--- config.mk ---
export PLATFORM = sky130hd
export DESIGN_NAME = dma_req_arbiter
export DESIGN_NICKNAME = d
export VERILOG_FILES = /design/src/rtl/dma_pkg.sv /design/src/rtl/dma_prio_enc.sv /design/src/rtl/dma_req_arbiter.sv
export SDC_FILE = /design/constraint.sdc
export NUM_CORES = 1
export LEC_CHECK = 0
export CORE_MARGIN = 4
export CORE_UTILIZATION = 30
export CTS_CLUSTER_SIZE = 14
export DETAILED_ROUTE_END_ITERATION = 6
export GPL_ROUTABILITY_DRIVEN = 0
export GPL_TIMING_DRIVEN = 0
export PLACE_DENSITY = 0.66
export SETUP_SLACK_MARGIN = 0.2
export SLEW_MARGIN = 20
export SYNTH_ARGS = -nofsm -noshare
export SYNTH_HDL_FRONTEND = slang
export SYNTH_SLANG_ARGS = --single-unit
--- constraint.sdc ---
create_clock -name CLK -period 3.9 [get_ports CLK]
set_clock_uncertainty 0.15 [all_clocks]
set_input_delay 0.78 -clock CLK [delete_from_list [all_inputs] [get_ports CLK]]
set_output_delay 0.78 -clock CLK [all_outputs]
set_load 0.02 [all_outputs]
--- src/rtl/dma_pkg.sv ---
// Shared definitions for the DMA request arbiter: FSM encoding, default channel count
// and the one-hot decode helper.
package dma_pkg;

  typedef enum logic [1:0] {
    ST_IDLE    = 2'd0,
    ST_REQ     = 2'd1,
    ST_ACTIVE  = 2'd2,
    ST_RELEASE = 2'd3
  } dma_state_e;

  localparam int DMA_NCH_DEFAULT = 4;

  // Decodes up to 8 channels; callers size-cast the result down to NCH bits.
  function automatic logic [7:0] onehot8(input logic [2:0] idx);
    return 8'b1 << idx;
  endfunction

endpackage

--- src/rtl/dma_prio_enc.sv ---
// Combinational priority encoder: scans req upward from ptr (wrapping modulo NCH)
// and reports the first set index plus an any-request flag.
module dma_prio_enc
  import dma_pkg::*;
#(
  parameter int NCH = DMA_NCH_DEFAULT,
  parameter int CW  = $clog2(NCH)
) (
  input  logic [NCH-1:0] req,
  input  logic [CW-1:0]  ptr,
  output logic [CW-1:0]  winner,
  output logic           any
);

  always_comb begin
    int idx;
    winner = '0;
    any    = 1'b0;
    idx    = 0;
    for (int i = 0; i < NCH; i++) begin
      idx = (int'(ptr) + i) % NCH;
      if (!any && req[idx]) begin
        winner = CW'(idx);
        any    = 1'b1;
      end
    end
  end

endmodule

--- src/rtl/dma_req_arbiter.sv ---
// DMA request front end: masks device requests, grants one channel, routes DACK back and
// records terminal count. Define ROTATING_PRIO_EN for round-robin instead of fixed priority.
module dma_req_arbiter
  import dma_pkg::*;
#(
  parameter  int NCH = DMA_NCH_DEFAULT,
  localparam int CW  = $clog2(NCH)
) (
  input  logic           CLK,
  input  logic           RST,
  input  logic [NCH-1:0] DREQ_IN,
  input  logic           MASK_W,
  input  logic [NCH-1:0] MASK_IN,
  input  logic           STAT_CLR,
  input  logic           DACK,
  input  logic           EOP,
  output logic           DREQ,
  output logic [NCH-1:0] DACK_OUT,
  output logic [CW-1:0]  CH_SEL,
  output logic           CH_VALID,
  output logic [NCH-1:0] MASK,
  output logic [NCH-1:0] TC_STAT
);

  dma_state_e     state_reg, state_next;
  logic [CW-1:0]  ch_sel_reg, ch_sel_next;
  logic           ch_valid_reg, ch_valid_next;
  logic           dreq_reg, dreq_next;
  logic [NCH-1:0] mask_reg, mask_next;
  logic [NCH-1:0] tc_reg, tc_next;
  logic           eop_d_reg;
  logic [NCH-1:0] pending;
  logic           eop_rise;
  logic [CW-1:0]  win_idx;
  logic           win_any;
  logic [CW-1:0]  ptr_cur;

  assign pending  = DREQ_IN & ~mask_reg;
  assign eop_rise = EOP & ~eop_d_reg;

`ifdef ROTATING_PRIO_EN
  logic [CW-1:0] ptr_reg, ptr_next;
  assign ptr_cur = ptr_reg;
`else
  assign ptr_cur = '0;
`endif

  dma_prio_enc #(.NCH(NCH), .CW(CW)) u_prio_enc (
    .req    (pending),
    .ptr    (ptr_cur),
    .winner (win_idx),
    .any    (win_any)
  );

  always_ff @(posedge CLK or negedge RST) begin
    if (!RST) begin
      state_reg    <= ST_IDLE;
      ch_sel_reg   <= '0;
      ch_valid_reg <= 1'b0;
      dreq_reg     <= 1'b0;
      mask_reg     <= '0;
      tc_reg       <= '0;
      eop_d_reg    <= 1'b0;
`ifdef ROTATING_PRIO_EN
      ptr_reg      <= '0;
`endif
    end else begin
      state_reg    <= state_next;
      ch_sel_reg   <= ch_sel_next;
      ch_valid_reg <= ch_valid_next;
      dreq_reg     <= dreq_next;
      mask_reg     <= mask_next;
      tc_reg       <= tc_next;
      eop_d_reg    <= EOP;
`ifdef ROTATING_PRIO_EN
      ptr_reg      <= ptr_next;
`endif
    end
  end

  // Register writes and clears apply first so the FSM's auto-mask / TC set overrides them.
  always_comb begin
    state_next    = state_reg;
    ch_sel_next   = ch_sel_reg;
    ch_valid_next = ch_valid_reg;
    dreq_next     = dreq_reg;
    mask_next     = MASK_W ? MASK_IN : mask_reg;
    tc_next       = STAT_CLR ? '0 : tc_reg;
`ifdef ROTATING_PRIO_EN
    ptr_next      = ptr_reg;
`endif
    case (state_reg)
      ST_IDLE: begin
        if (win_any) begin
          ch_sel_next   = win_idx;
          ch_valid_next = 1'b1;
          dreq_next     = 1'b1;
          state_next    = ST_REQ;
`ifdef ROTATING_PRIO_EN
          ptr_next      = (win_idx == CW'(NCH - 1)) ? '0 : win_idx + CW'(1);
`endif
        end
      end
      ST_REQ: begin
        if (DACK) begin
          state_next = ST_ACTIVE;
        end else if (!pending[ch_sel_reg]) begin
          dreq_next     = 1'b0;
          ch_valid_next = 1'b0;
          state_next    = ST_RELEASE;
        end
      end
      ST_ACTIVE: begin
        dreq_next = pending[ch_sel_reg];
        if (eop_rise) begin
          tc_next[ch_sel_reg]   = 1'b1;
          mask_next[ch_sel_reg] = 1'b1;
          dreq_next             = 1'b0;
          ch_valid_next         = 1'b0;
          state_next            = ST_RELEASE;
        end else if (!DACK) begin
          if (pending[ch_sel_reg]) begin
            state_next = ST_REQ;
          end else begin
            dreq_next     = 1'b0;
            ch_valid_next = 1'b0;
            state_next    = ST_RELEASE;
          end
        end
      end
      default: begin
        dreq_next     = 1'b0;
        ch_valid_next = 1'b0;
        state_next    = ST_IDLE;
      end
    endcase
  end

  assign DREQ     = dreq_reg;
  assign CH_SEL   = ch_sel_reg;
  assign CH_VALID = ch_valid_reg;
  assign MASK     = mask_reg;
  assign TC_STAT  = tc_reg;
  assign DACK_OUT = NCH'(onehot8(3'(ch_sel_reg))) & {NCH{DACK & ch_valid_reg}};

endmodule

After elaboration in Yosys (flattened, before gate mapping)

Index checks and enable logic that the tools add are counted.

Bits in registers: 15
Input bits: 14
Output and inout bits: 16
Word-level logic and storage cells: 71

Shift operators: 1
Order comparisons: 2
Bitwise gates (word level): 8
Reduce and logical (&&, ||, !) cells: 11
Eq/ne operators: 7
Muxes and demuxes: 35

Operators by type and width:

| kind                                                                                 | number |
|---|---|
| 4-bit two-way mux                                                                    | 6 |
| 1-bit two-way mux                                                                    | 16 |
| 2-bit two-way mux                                                                    | 8 |
| 4-bit AND                                                                            | 2 |
| 4-bit bitwise OR                                                                     | 2 |
| 3-bit inequality test (second input constant)                                        | 2 |
| 1-bit case mux with 3 select lines                                                   | 2 |
| 2-bit case mux with 3 select lines                                                   | 1 |
| 3-bit AND reduction                                                                  | 2 |
| 1-bit logical AND                                                                    | 4 |
| 2-bit inequality test (second input constant)                                        | 2 |
| 4-bit NOT                                                                            | 1 |
| 1-bit by 2-bit << shifter with 4-bit output (first input constant)                   | 1 |
| 1-bit zero test                                                                      | 3 |
| 2-bit by 3-bit < comparator with 1-bit output (second input constant)                | 1 |
| 1-bit AND                                                                            | 2 |
| 1-bit binary-select mux with 2-bit select                                            | 1 |
| 1-bit demux with 2-bit select                                                        | 1 |
| 2-bit by 1-bit equality test with 1-bit output (second input constant)               | 1 |
| 2-bit equality test (second input constant)                                          | 1 |
| 2-bit by 1-bit greater-or-equal comparator with 1-bit output (second input constant) | 1 |
| 2-bit zero test                                                                      | 1 |
| 2-bit by 1-bit inequality test with 1-bit output (second input constant)             | 1 |
| 2-bit AND reduction                                                                  | 1 |
| 1-bit NOT                                                                            | 1 |

Logic depth before layout (Yosys ltp)

Gate-level depths: netlist of the first run.

Depth after elaboration: 14
Depth in mapped cells: 5
Mapped depth without buffers: 4

Cells and area by module

A second synthesis of the first run with hierarchy kept.

Cells, all modules: 92
Area total of the unflattened synthesis: 840.8 µm²

By module, submodules not included:

| module          | seq. area each (µm²) | instances | area each (µm²) | cells each |
|---|---|---|---|---|
| dma_req_arbiter | 375.4                | 1         | 763.2           | 77 |
| dma_prio_enc    | 0.0                  | 1         | 77.6            | 15 |

Worst setup path before layout of the first run

Ideal clock, no wire load.

Path type: input to output
From: input DACK
To: output DACK_OUT[2]
Cell stages on the path: 2
Setup slack: 1.551 ns
Data arrival time: 1.419 ns
Path buffers: 0
Path through: nand2_1 > nor3b_1

Longest elaborated chain between the ends: 2

Ends and longest elaborated chain:

| element     | line                   | text |
|---|---|---|
| from (decl) | dma_req_arbiter.sv:15  | `input logic DACK,` |
| 1-bit AND   | dma_req_arbiter.sv:144 | `assign DACK_OUT = NCH'(onehot8(3'(ch_sel_reg))) & {NCH{DACK & ch_valid_reg}};` |
| 4-bit AND   | dma_req_arbiter.sv:144 |  |
| to (decl)   | dma_req_arbiter.sv:18  | `output logic [NCH-1:0] DACK_OUT,` |

No other way between the ends.

Worst setup path after layout of the first run

Ends and elaborated chain as after synthesis.

==> flow_summary.html, run 1 <==
<table>
<tr><th>Metric</th><th>Value</th></tr>
<tr><th colspan="2">Timing</th></tr>
<tr><td>Transition time of the tightest slew-check pin</td><td>673.5 ps</td></tr>
<tr><td>Setup TNS Final</td><td>0 ps</td></tr>
<tr><td>Fraction of the cycle the final worst path needs</td><td>84.51%</td></tr>
<tr><td>Worst-case headroom to the max-slew limit</td><td>54.96%</td></tr>
<tr><td>Hold Vio Cnt, Final</td><td>0</td></tr>
<tr><td>Count of pins over their slew limit</td><td>0</td></tr>
<tr><td>Period minus WS final</td><td>3296 ps</td></tr>
<tr><td>Unrepaired setup endpoints after global routing</td><td>no</td></tr>
<tr><td>Tightest hold margin</td><td>384.1 ps</td></tr>
<tr><td>Final count of negative-setup-slack endpoints</td><td>0</td></tr>
<tr><td>Max Clock Freq</td><td>303.4 MHz</td></tr>
<tr><th colspan="2">Worst setup path</th></tr>
<tr><td>Type of element capturing the critical path</td><td>primary output</td></tr>
<tr><td>Arrival time of data at the critical path endpoint</td><td>2370 ps</td></tr>
<tr><td>Critical path data required time</td><td>2970 ps</td></tr>
<tr><td>CP bufs+invs</td><td>2</td></tr>
<tr><td>Maximum cell stage delay along the critical path</td><td>640 ps</td></tr>
<tr><td>Cell type of the slowest stage on the worst timing path</td><td>sky130_fd_sc_hd__clkdlybuf4s50_1</td></tr>
<tr><td>Crit Path Category</td><td>primary input to primary output</td></tr>
<tr><td>Category of cells accounting for the largest share of critical-path delay</td><td>buffers and inverters</td></tr>
<tr><td>Most common cell type on the critical path</td><td>sky130_fd_sc_hd__clkdlybuf4s50_1</td></tr>
<tr><td>Crit-path cells</td><td>clkdlybuf4s50_1 &gt; nand2_1 &gt; nor3b_1 &gt; clkdlybuf4s50_1</td></tr>
<tr><td>Worst Path Max Fanout</td><td>5</td></tr>
<tr><td>Crit path launch type</td><td>primary input</td></tr>
<tr><th colspan="2">Drt</th></tr>
<tr><td>Total number of vias</td><td>731</td></tr>
<tr><td>DRT iter0 DRCs</td><td>6</td></tr>
<tr><td>Aggregate routed wire length</td><td>1999 um</td></tr>
<tr><td>Vias per cell</td><td>4.939</td></tr>
<tr><td>Average detailed-routed wire length per instance</td><td>13.51 um</td></tr>
<tr><td>Number of search-and-repair iterations in the first detailed-routing pass</td><td>4</td></tr>
<tr><td>Post-DRT Antenna Nets</td><td>0</td></tr>
<tr><td>Final routed DRC violation total</td><td>0</td></tr>
<tr><th colspan="2">Die</th></tr>
<tr><td>Vertical die dimension</td><td>61.06 um</td></tr>
<tr><td>Initial core utilization</td><td>32.61%</td></tr>
<tr><td>Die Footprint</td><td>0.003728 mm^2</td></tr>
<tr><td>Chip Width</td><td>61.06 um</td></tr>
<tr><td>Number of standard-cell rows in the floorplan</td><td>18</td></tr>
<tr><td>Number of top-level pins</td><td>30</td></tr>
<tr><td>Core area</td><td>0.002590 mm^2</td></tr>
<tr><th colspan="2">Placement</th></tr>
<tr><td>Placed cell count</td><td>144</td></tr>
<tr><td>Detailed placer's ending HPWL</td><td>1567 um</td></tr>
<tr><td>Post-placement cell area</td><td>0.001162 mm^2</td></tr>
<tr><td>Number of input and output port buffers inserted</td><td>28</td></tr>
<tr><th colspan="2">Finish</th></tr>
<tr><td>Non-filler instance count after layout</td><td>148</td></tr>
<tr><td>Final antenna diode count</td><td>0</td></tr>
<tr><td>Share of post-route cells with drive strength above 1</td><td>8.475%</td></tr>
<tr><td>Highest-count cells in the layout ignoring fill and taps</td><td>28 x sky130_fd_sc_hd__clkdlybuf4s50_1, 15 x sky130_fd_sc_hd__dfrtp_1, 11 x sky130_fd_sc_hd__nand2_1, 8 x sky130_fd_sc_hd__nand2b_1, 7 x sky130_fd_sc_hd__o21ai_0</td></tr>
<tr><td>Most common library cell in the layout ignoring fill and taps</td><td>sky130_fd_sc_hd__clkdlybuf4s50_1</td></tr>
<tr><td>Final design area excluding fillers</td><td>0.001189 mm^2</td></tr>
<tr><td>Number of filler cells placed in the layout</td><td>247</td></tr>
<tr><td>Synth-to-Final Area Change</td><td>40.74%</td></tr>
<tr><td>Post-layout net count</td><td>133</td></tr>
<tr><th colspan="2">Power</th></tr>
<tr><td>Power per cell area</td><td>583.8 mW/mm^2</td></tr>
<tr><td>Leakage</td><td>0.4931 nW</td></tr>
<tr><td>Maximum resistive drop on vdd</td><td>258.1 uV</td></tr>
<tr><th colspan="2">Synth</th></tr>
<tr><td>Async set-reset flop share out of synthesis</td><td>100.0%</td></tr>
<tr><td>Synthesized net count</td><td>100</td></tr>
<tr><td>Leading register cell type out of synthesis</td><td>sky130_fd_sc_hd__dfrtp_1</td></tr>
<tr><td>Register bit count reported by yosys</td><td>15</td></tr>
<tr><td>Average instance area after synthesis</td><td>9.820 um^2</td></tr>
<tr><td>Distinct cell type count after synthesis</td><td>32</td></tr>
<tr><td>Post-synth design cell area</td><td>844.6 um^2</td></tr>
<tr><td>Count of flip-flops with a built-in enable after synthesis</td><td>0</td></tr>
<tr><td>Yosys synthesis warning count</td><td>0</td></tr>
<tr><td>Sequential area share after synthesis</td><td>44.44%</td></tr>
<tr><td>Number of cells produced by synthesis</td><td>86</td></tr>
<tr><th colspan="2">Run status</th></tr>
<tr><td>Status</td><td>complete, no violations</td></tr>
<tr><th colspan="2">CTS</th></tr>
<tr><td>Number of buffers created by CTS</td><td>3</td></tr>
<tr><td>CTS Hold Bufs</td><td>0</td></tr>
<tr><td>Clock Path Buffers</td><td>2</td></tr>
<tr><td>Clock transition at the register clock pins on the worst setup and hold paths after CTS</td><td>90 ps</td></tr>
<tr><td>CTS tree</td><td>built</td></tr>
<tr><td>Number of H-tree branching levels</td><td>1</td></tr>
<tr><td>Setup bufs post-CTS</td><td>0</td></tr>
<tr><td>Clock latency reported for the late side of the worst-skew pair</td><td>290 ps</td></tr>
<tr><td>CTS sink count</td><td>15</td></tr>
<tr><td>Post-cts repair resize count</td><td>0</td></tr>
<tr><td>Clock root buffer</td><td>sky130_fd_sc_hd__clkbuf_4</td></tr>
<tr><th colspan="2">Global route</th></tr>
<tr><td>Number of antenna violations at the first check in global routing</td><td>0</td></tr>
<tr><td>Wire length of the first global-routing pass</td><td>3456 um</td></tr>
<tr><td>Aggregate global routing overflow</td><td>0</td></tr>
<tr><td>Maximum number of pins on one net before global-route repair</td><td>16</td></tr>
<tr><td>Number of global-route vias before repair</td><td>785</td></tr>
<tr><td>Combined global-route utilization of all metal layers</td><td>12.63%</td></tr>
<tr><th colspan="2">Min path</th></tr>
<tr><td>Worst min path class</td><td>flip-flop to flip-flop</td></tr>
<tr><th colspan="2">Run</th></tr>
<tr><td># Max-Cap Violations</td><td>0</td></tr>
</table>
==> cell type report <==
| class | instances | area (um^2) | share of cell area, % |
|---|---|---|---|
| multi-input combinational | 62 | 420.4 | 35.37 |
| sequential | 15 | 375.4 | 31.58 |
| timing repair buffer | 28 | 280.3 | 23.58 |
| clock buffer | 4 | 26.28 | 2.211 |
| inverter | 4 | 15.01 | 1.263 |
| tap | 30 | 37.54 | 3.158 |
| buffer | 5 | 33.78 | 2.842 |
==> synthesized netlist by cell type, types with 2 or more instances <==
cell                       instances  area [um^2]
sky130_fd_sc_hd__a21oi_1           3        15.01
sky130_fd_sc_hd__buf_6             2        22.52
sky130_fd_sc_hd__clkbuf_1          2        7.510
sky130_fd_sc_hd__dfrtp_1          15        375.4
sky130_fd_sc_hd__inv_1             4        15.01
sky130_fd_sc_hd__mux2i_1           4        40.04
sky130_fd_sc_hd__nand2_1          11        41.29
sky130_fd_sc_hd__nand2b_1          8        50.05
sky130_fd_sc_hd__nand3b_1          2        15.01
sky130_fd_sc_hd__nor2_1            4        15.01
sky130_fd_sc_hd__nor2b_1           2        12.51
sky130_fd_sc_hd__nor3_1            2        10.01
sky130_fd_sc_hd__nor3b_1           2        15.01
sky130_fd_sc_hd__o21ai_0           7        35.03
==> stage by stage <==
step / power, mW / setup WS (ps) / util [%]
after floorplan: 0.4743 / 1551 / -
after global placement: 0.6016 / 678.8 / 44.88
after detailed placement: 0.6101 / 605.9 / 44.88
after CTS: 0.7031 / 594.9 / 45.89
after global routing: 0.7486 / 515.6 / 45.89
final: 0.6939 / 604.2 / 45.89
==> per-layer routing <==
metal / global-route usage [%] / share of wire [%] / vias to the layer above
li1: - / - / 366
met1: 17.12 / 49 / 337
met2: 18.73 / 44 / 23
met3: 2.306 / 5.0 / 5
met4: 7.430 / 2.4 / 0
met5: 0 / 0 / -
==> final timing paths <==
check                              end  cells past startpoint  startpoint  slack (ps)
hold / removal              TC_STAT[0]                      2  TC_STAT[0]         380
max in group asynchronous    CH_SEL[1]                      1         RST        2430
hold reg to reg             TC_STAT[0]                      2  TC_STAT[0]         380
setup reg to reg              CH_VALID                      4   CH_SEL[1]        2230
setup / recovery           DACK_OUT[2]                      4        DACK         600
min in group asynchronous    eop_d_reg                      1         RST         740
==> worst min-delay path, stage by stage (launching register included) <==
cell	delay (ps)
sky130_fd_sc_hd__dfrtp_1	390
sky130_fd_sc_hd__inv_1	50
sky130_fd_sc_hd__o21ai_0	60
==> power breakdown <==
part           internal (mW)  switching (mW)  leakage, nW
sequential             0.198          0.0323        0.187
clock                 0.0398          0.0511       0.0150
combinational          0.177           0.195        0.291
==> cell families (layout without fill, tap and decap cells) <==
family,count (synthesis),after routing,synth area share (%)
xor+xnor,1,1,1.037
flops,15,15,44.44
simple gates,39,39,29.63
buf+inv,9,41,5.777
mux,5,5,6.074
compound gates,17,17,13.04
No activity file was read; power rests on OpenSTA's default activity.
==> inputs of run 2 (changes only) <==
--- a/config.mk
+++ b/config.mk
@@ -11,7 +11,7 @@
 export DETAILED_ROUTE_END_ITERATION = 6
 export GPL_ROUTABILITY_DRIVEN = 0
 export GPL_TIMING_DRIVEN = 0
-export PLACE_DENSITY = 0.66
+export PLACE_DENSITY = 0.68
 export SETUP_SLACK_MARGIN = 0.2
 export SLEW_MARGIN = 20
 export SYNTH_ARGS = -nofsm -noshare
==> constraint.sdc (replaced) <==
create_clock -name CLK -period 2.96 [get_ports CLK]
set_clock_uncertainty 0.15 [all_clocks]
set_input_delay 0.592 -clock CLK [delete_from_list [all_inputs] [get_ports CLK]]
set_output_delay 0.592 -clock CLK [all_outputs]
set_load 0.02 [all_outputs]
==> flow_summary.html, run 2 (synthesis results as in run 1) <==
<table>
<tr><th>Metric</th><th>Value</th></tr>
<tr><th colspan="2">Global route</th></tr>
<tr><td>Combined global-route utilization of all metal layers</td><td>12.43% (-0.20 points)</td></tr>
<tr><td>Aggregate global routing overflow</td><td>0 (unchanged)</td></tr>
<tr><td>Number of antenna violations at the first check in global routing</td><td>0 (unchanged)</td></tr>
<tr><td>Number of global-route vias before repair</td><td>722 (-8.0%)</td></tr>
<tr><td>Wire length of the first global-routing pass</td><td>3470 um (+0.41%)</td></tr>
<tr><td>Maximum number of pins on one net before global-route repair</td><td>16 (unchanged)</td></tr>
<tr><th colspan="2">Run status</th></tr>
<tr><td>Status</td><td>complete, no violations</td></tr>
<tr><th colspan="2">CTS</th></tr>
<tr><td>Number of buffers created by CTS</td><td>3 (unchanged)</td></tr>
<tr><td>Setup bufs post-CTS</td><td>0 (unchanged)</td></tr>
<tr><td>CTS sink count</td><td>15 (unchanged)</td></tr>
<tr><td>Clock latency reported for the late side of the worst-skew pair</td><td>280 ps (about the same)</td></tr>
<tr><td>Clock transition at the register clock pins on the worst setup and hold paths after CTS</td><td>80 ps (about the same)</td></tr>
<tr><td>Clock root buffer</td><td>sky130_fd_sc_hd__clkbuf_4</td></tr>
<tr><td>Clock Path Buffers</td><td>2 (unchanged)</td></tr>
<tr><td>Number of H-tree branching levels</td><td>1 (unchanged)</td></tr>
<tr><td>CTS tree</td><td>built</td></tr>
<tr><th colspan="2">Worst setup path</th></tr>
<tr><td>Type of element capturing the critical path</td><td>primary output</td></tr>
<tr><td>Crit Path Category</td><td>primary input to primary output</td></tr>
<tr><td>Cell type of the slowest stage on the worst timing path</td><td>sky130_fd_sc_hd__clkdlybuf4s50_1</td></tr>
<tr><td>Critical path data required time</td><td>2220 ps (-750 ps)</td></tr>
<tr><td>Maximum cell stage delay along the critical path</td><td>550 ps (-90 ps)</td></tr>
<tr><td>Worst Path Max Fanout</td><td>5 (unchanged)</td></tr>
<tr><td>CP bufs+invs</td><td>2 (unchanged)</td></tr>
<tr><td>Crit-path cells</td><td>clkdlybuf4s50_1 &gt; nand2_1 &gt; nor3b_1 &gt; dlygate4sd2_1</td></tr>
<tr><td>Category of cells accounting for the largest share of critical-path delay</td><td>buffers and inverters</td></tr>
<tr><td>Crit path launch type</td><td>primary input</td></tr>
<tr><td>Arrival time of data at the critical path endpoint</td><td>1850 ps (-520 ps)</td></tr>
<tr><th colspan="2">Timing</th></tr>
<tr><td>Unrepaired setup endpoints after global routing</td><td>no</td></tr>
<tr><td>Count of pins over their slew limit</td><td>0 (unchanged)</td></tr>
<tr><td>Worst-case headroom to the max-slew limit</td><td>53.14% (-1.8 points)</td></tr>
<tr><td>Tightest hold margin</td><td>383.8 ps (-0.3360 ps)</td></tr>
<tr><td>Period minus WS final</td><td>2591 ps</td></tr>
<tr><td>Final count of negative-setup-slack endpoints</td><td>0 (unchanged)</td></tr>
<tr><td>Transition time of the tightest slew-check pin</td><td>700.7 ps (+27.23 ps)</td></tr>
<tr><td>Max Clock Freq</td><td>386.0 MHz</td></tr>
<tr><td>Hold Vio Cnt, Final</td><td>0 (unchanged)</td></tr>
<tr><td>Fraction of the cycle the final worst path needs</td><td>87.52%</td></tr>
<tr><td>Setup TNS Final</td><td>0 ps (unchanged)</td></tr>
<tr><th colspan="2">Power</th></tr>
<tr><td>Leakage</td><td>0.5114 nW (+3.7%)</td></tr>
<tr><td>Final total power</td><td>904.5 uW (+30%)</td></tr>
<tr><td>Comb pwr share</td><td>53.5% (-0.2 points)</td></tr>
<tr><td>Internal power of the cells</td><td>542.0 uW (+30%)</td></tr>
<tr><td>Power per cell area</td><td>764.1 mW/mm^2 (+31%)</td></tr>
<tr><td>Proportion of power drawn by flip-flops and latches</td><td>33.7% (+0.5 points)</td></tr>
<tr><td>Proportion of power drawn by the clock network</td><td>12.8% (-0.3 points)</td></tr>
<tr><td>Switching part of the total power</td><td>40.07% (about the same)</td></tr>
<tr><td>Maximum resistive drop on vdd</td><td>401.0 uV (+55%)</td></tr>
<tr><td>Switching power total</td><td>362.5 uW (+30%)</td></tr>
<tr><th colspan="2">Placement</th></tr>
<tr><td>Number of input and output port buffers inserted</td><td>28 (unchanged)</td></tr>
<tr><td>Detailed placer's ending HPWL</td><td>1589 um (+1.5%)</td></tr>
<tr><td>Placed cell count</td><td>144 (unchanged)</td></tr>
<tr><th colspan="2">Drt</th></tr>
<tr><td>Average detailed-routed wire length per instance</td><td>13.66 um (+1.2%)</td></tr>
<tr><td>DRT iter0 DRCs</td><td>10 (+4)</td></tr>
<tr><td>Vias per cell</td><td>4.912 (-0.55%)</td></tr>
<tr><td>Number of search-and-repair iterations in the first detailed-routing pass</td><td>4 (unchanged)</td></tr>
<tr><td>Total number of vias</td><td>727 (-0.55%)</td></tr>
<tr><td>Aggregate routed wire length</td><td>2022 um (+1.2%)</td></tr>
<tr><td>Post-DRT Antenna Nets</td><td>0 (unchanged)</td></tr>
<tr><td>Final routed DRC violation total</td><td>0 (unchanged)</td></tr>
<tr><th colspan="2">Die</th></tr>
<tr><td>Number of top-level pins</td><td>30 (unchanged)</td></tr>
<tr><td>Vertical die dimension</td><td>61.06 um (unchanged)</td></tr>
<tr><td>Die Footprint</td><td>0.003728 mm^2 (unchanged)</td></tr>
<tr><td>Core area</td><td>0.002590 mm^2 (unchanged)</td></tr>
<tr><td>Chip Width</td><td>61.06 um (unchanged)</td></tr>
<tr><td>Initial core utilization</td><td>32.61% (unchanged)</td></tr>
<tr><td>Number of standard-cell rows in the floorplan</td><td>18 (unchanged)</td></tr>
<tr><th colspan="2">Finish</th></tr>
<tr><td>Most common library cell in the layout ignoring fill and taps</td><td>sky130_fd_sc_hd__clkdlybuf4s50_1</td></tr>
<tr><td>Non-filler instance count after layout</td><td>148 (unchanged)</td></tr>
<tr><td>Final antenna diode count</td><td>0 (unchanged)</td></tr>
<tr><td>Synth-to-Final Area Change</td><td>40.15%</td></tr>
<tr><td>Post-layout net count</td><td>133 (unchanged)</td></tr>
<tr><td>Highest-count cells in the layout ignoring fill and taps</td><td>24 x sky130_fd_sc_hd__clkdlybuf4s50_1, 15 x sky130_fd_sc_hd__dfrtp_1, 11 x sky130_fd_sc_hd__nand2_1, 8 x sky130_fd_sc_hd__nand2b_1, 7 x sky130_fd_sc_hd__o21ai_0</td></tr>
<tr><td>Share of post-route cells with drive strength above 1</td><td>8.475% (unchanged)</td></tr>
<tr><th colspan="2">Run</th></tr>
<tr><td># Max-Cap Violations</td><td>0 (unchanged)</td></tr>
<tr><th colspan="2">Min path</th></tr>
<tr><td>Worst min path class</td><td>flip-flop to flip-flop</td></tr>
</table>
-- run 2: cell types whose count changed in the layout (fill, tap and decap cells not counted) --
| cell | before | now |
|---|---|---|
| sky130_fd_sc_hd__dlygate4sd2_1 | 0 | 4 |
| sky130_fd_sc_hd__clkdlybuf4s50_1 | 28 | 24 |
-- run 2: worst register-to-register path: stages, from the launching register on --
cell	delay, ps
sky130_fd_sc_hd__dfrtp_1	430
sky130_fd_sc_hd__and4bb_1	240
sky130_fd_sc_hd__nor4_2	420
sky130_fd_sc_hd__nor2b_1	200
sky130_fd_sc_hd__o32ai_1	100
-- run 2: metrics by stage --
step	utilization, %	worst slack, ps	cell area, um^2
after detailed placement	44.88	99.25	1162
after global placement	44.88	114.4	1162
after floorplan	-	986.5	844.6
final	45.70	369.4	1184
after global routing	45.70	291.7	1184
after CTS	45.70	367.0	1184
-- run 2: power groups by stage --
| stage | registers, mW | clock network [mW] | logic [mW] |
|---|---|---|---|
| 6_report | 0.304 | 0.116 | 0.484 |
| 5_1_grt | 0.317 | 0.131 | 0.525 |
| 4_1_cts | 0.304 | 0.122 | 0.488 |
| 3_5_place_dp | 0.308 | 0 | 0.490 |
| 3_3_place_gp | 0.307 | 0 | 0.483 |
| 2_1_floorplan | 0.351 | 0 | 0.274 |
-- run 2: final cells by class --
type,count,area [um^2]
inverter,4,15.01
multi-input combinational,62,420.4
sequential,15,375.4
tap,30,37.54
timing repair buffer,28,275.3
buffer,5,33.78
clock buffer,4,26.28
fill,257,1406
-- run 2: timing repair --
action,4_1_cts,5_1_grt
setup endpoints to repair,4,0
hold buffers,0,0
resized for setup,4,0
-- run 2: worst paths after layout --
| path | start | endpoint | cells after the start | slack, ps |
|---|---|---|---|---|
| setup reg to reg | CH_SEL[1] | CH_VALID | 4 | 1300 |
| min in group asynchronous | RST | DREQ | 1 | 580 |
| max in group asynchronous | RST | MASK[3] | 1 | 1630 |
| hold / removal | TC_STAT[0] | TC_STAT[0] | 2 | 380 |
| setup / recovery | DACK | DACK_OUT[2] | 4 | 370 |
| hold reg to reg | TC_STAT[0] | TC_STAT[0] | 2 | 380 |
-- run 2: layer usage --
layer | track usage [%] | up-vias | part of all wire, %
met2 | 19.18 | 22 | 45
li1 | - | 367 | -
met5 | 0 | - | 0
met1 | 17.04 | 336 | 48
met4 | 4.644 | 0 | 0.94
met3 | 2.725 | 2 | 5.8
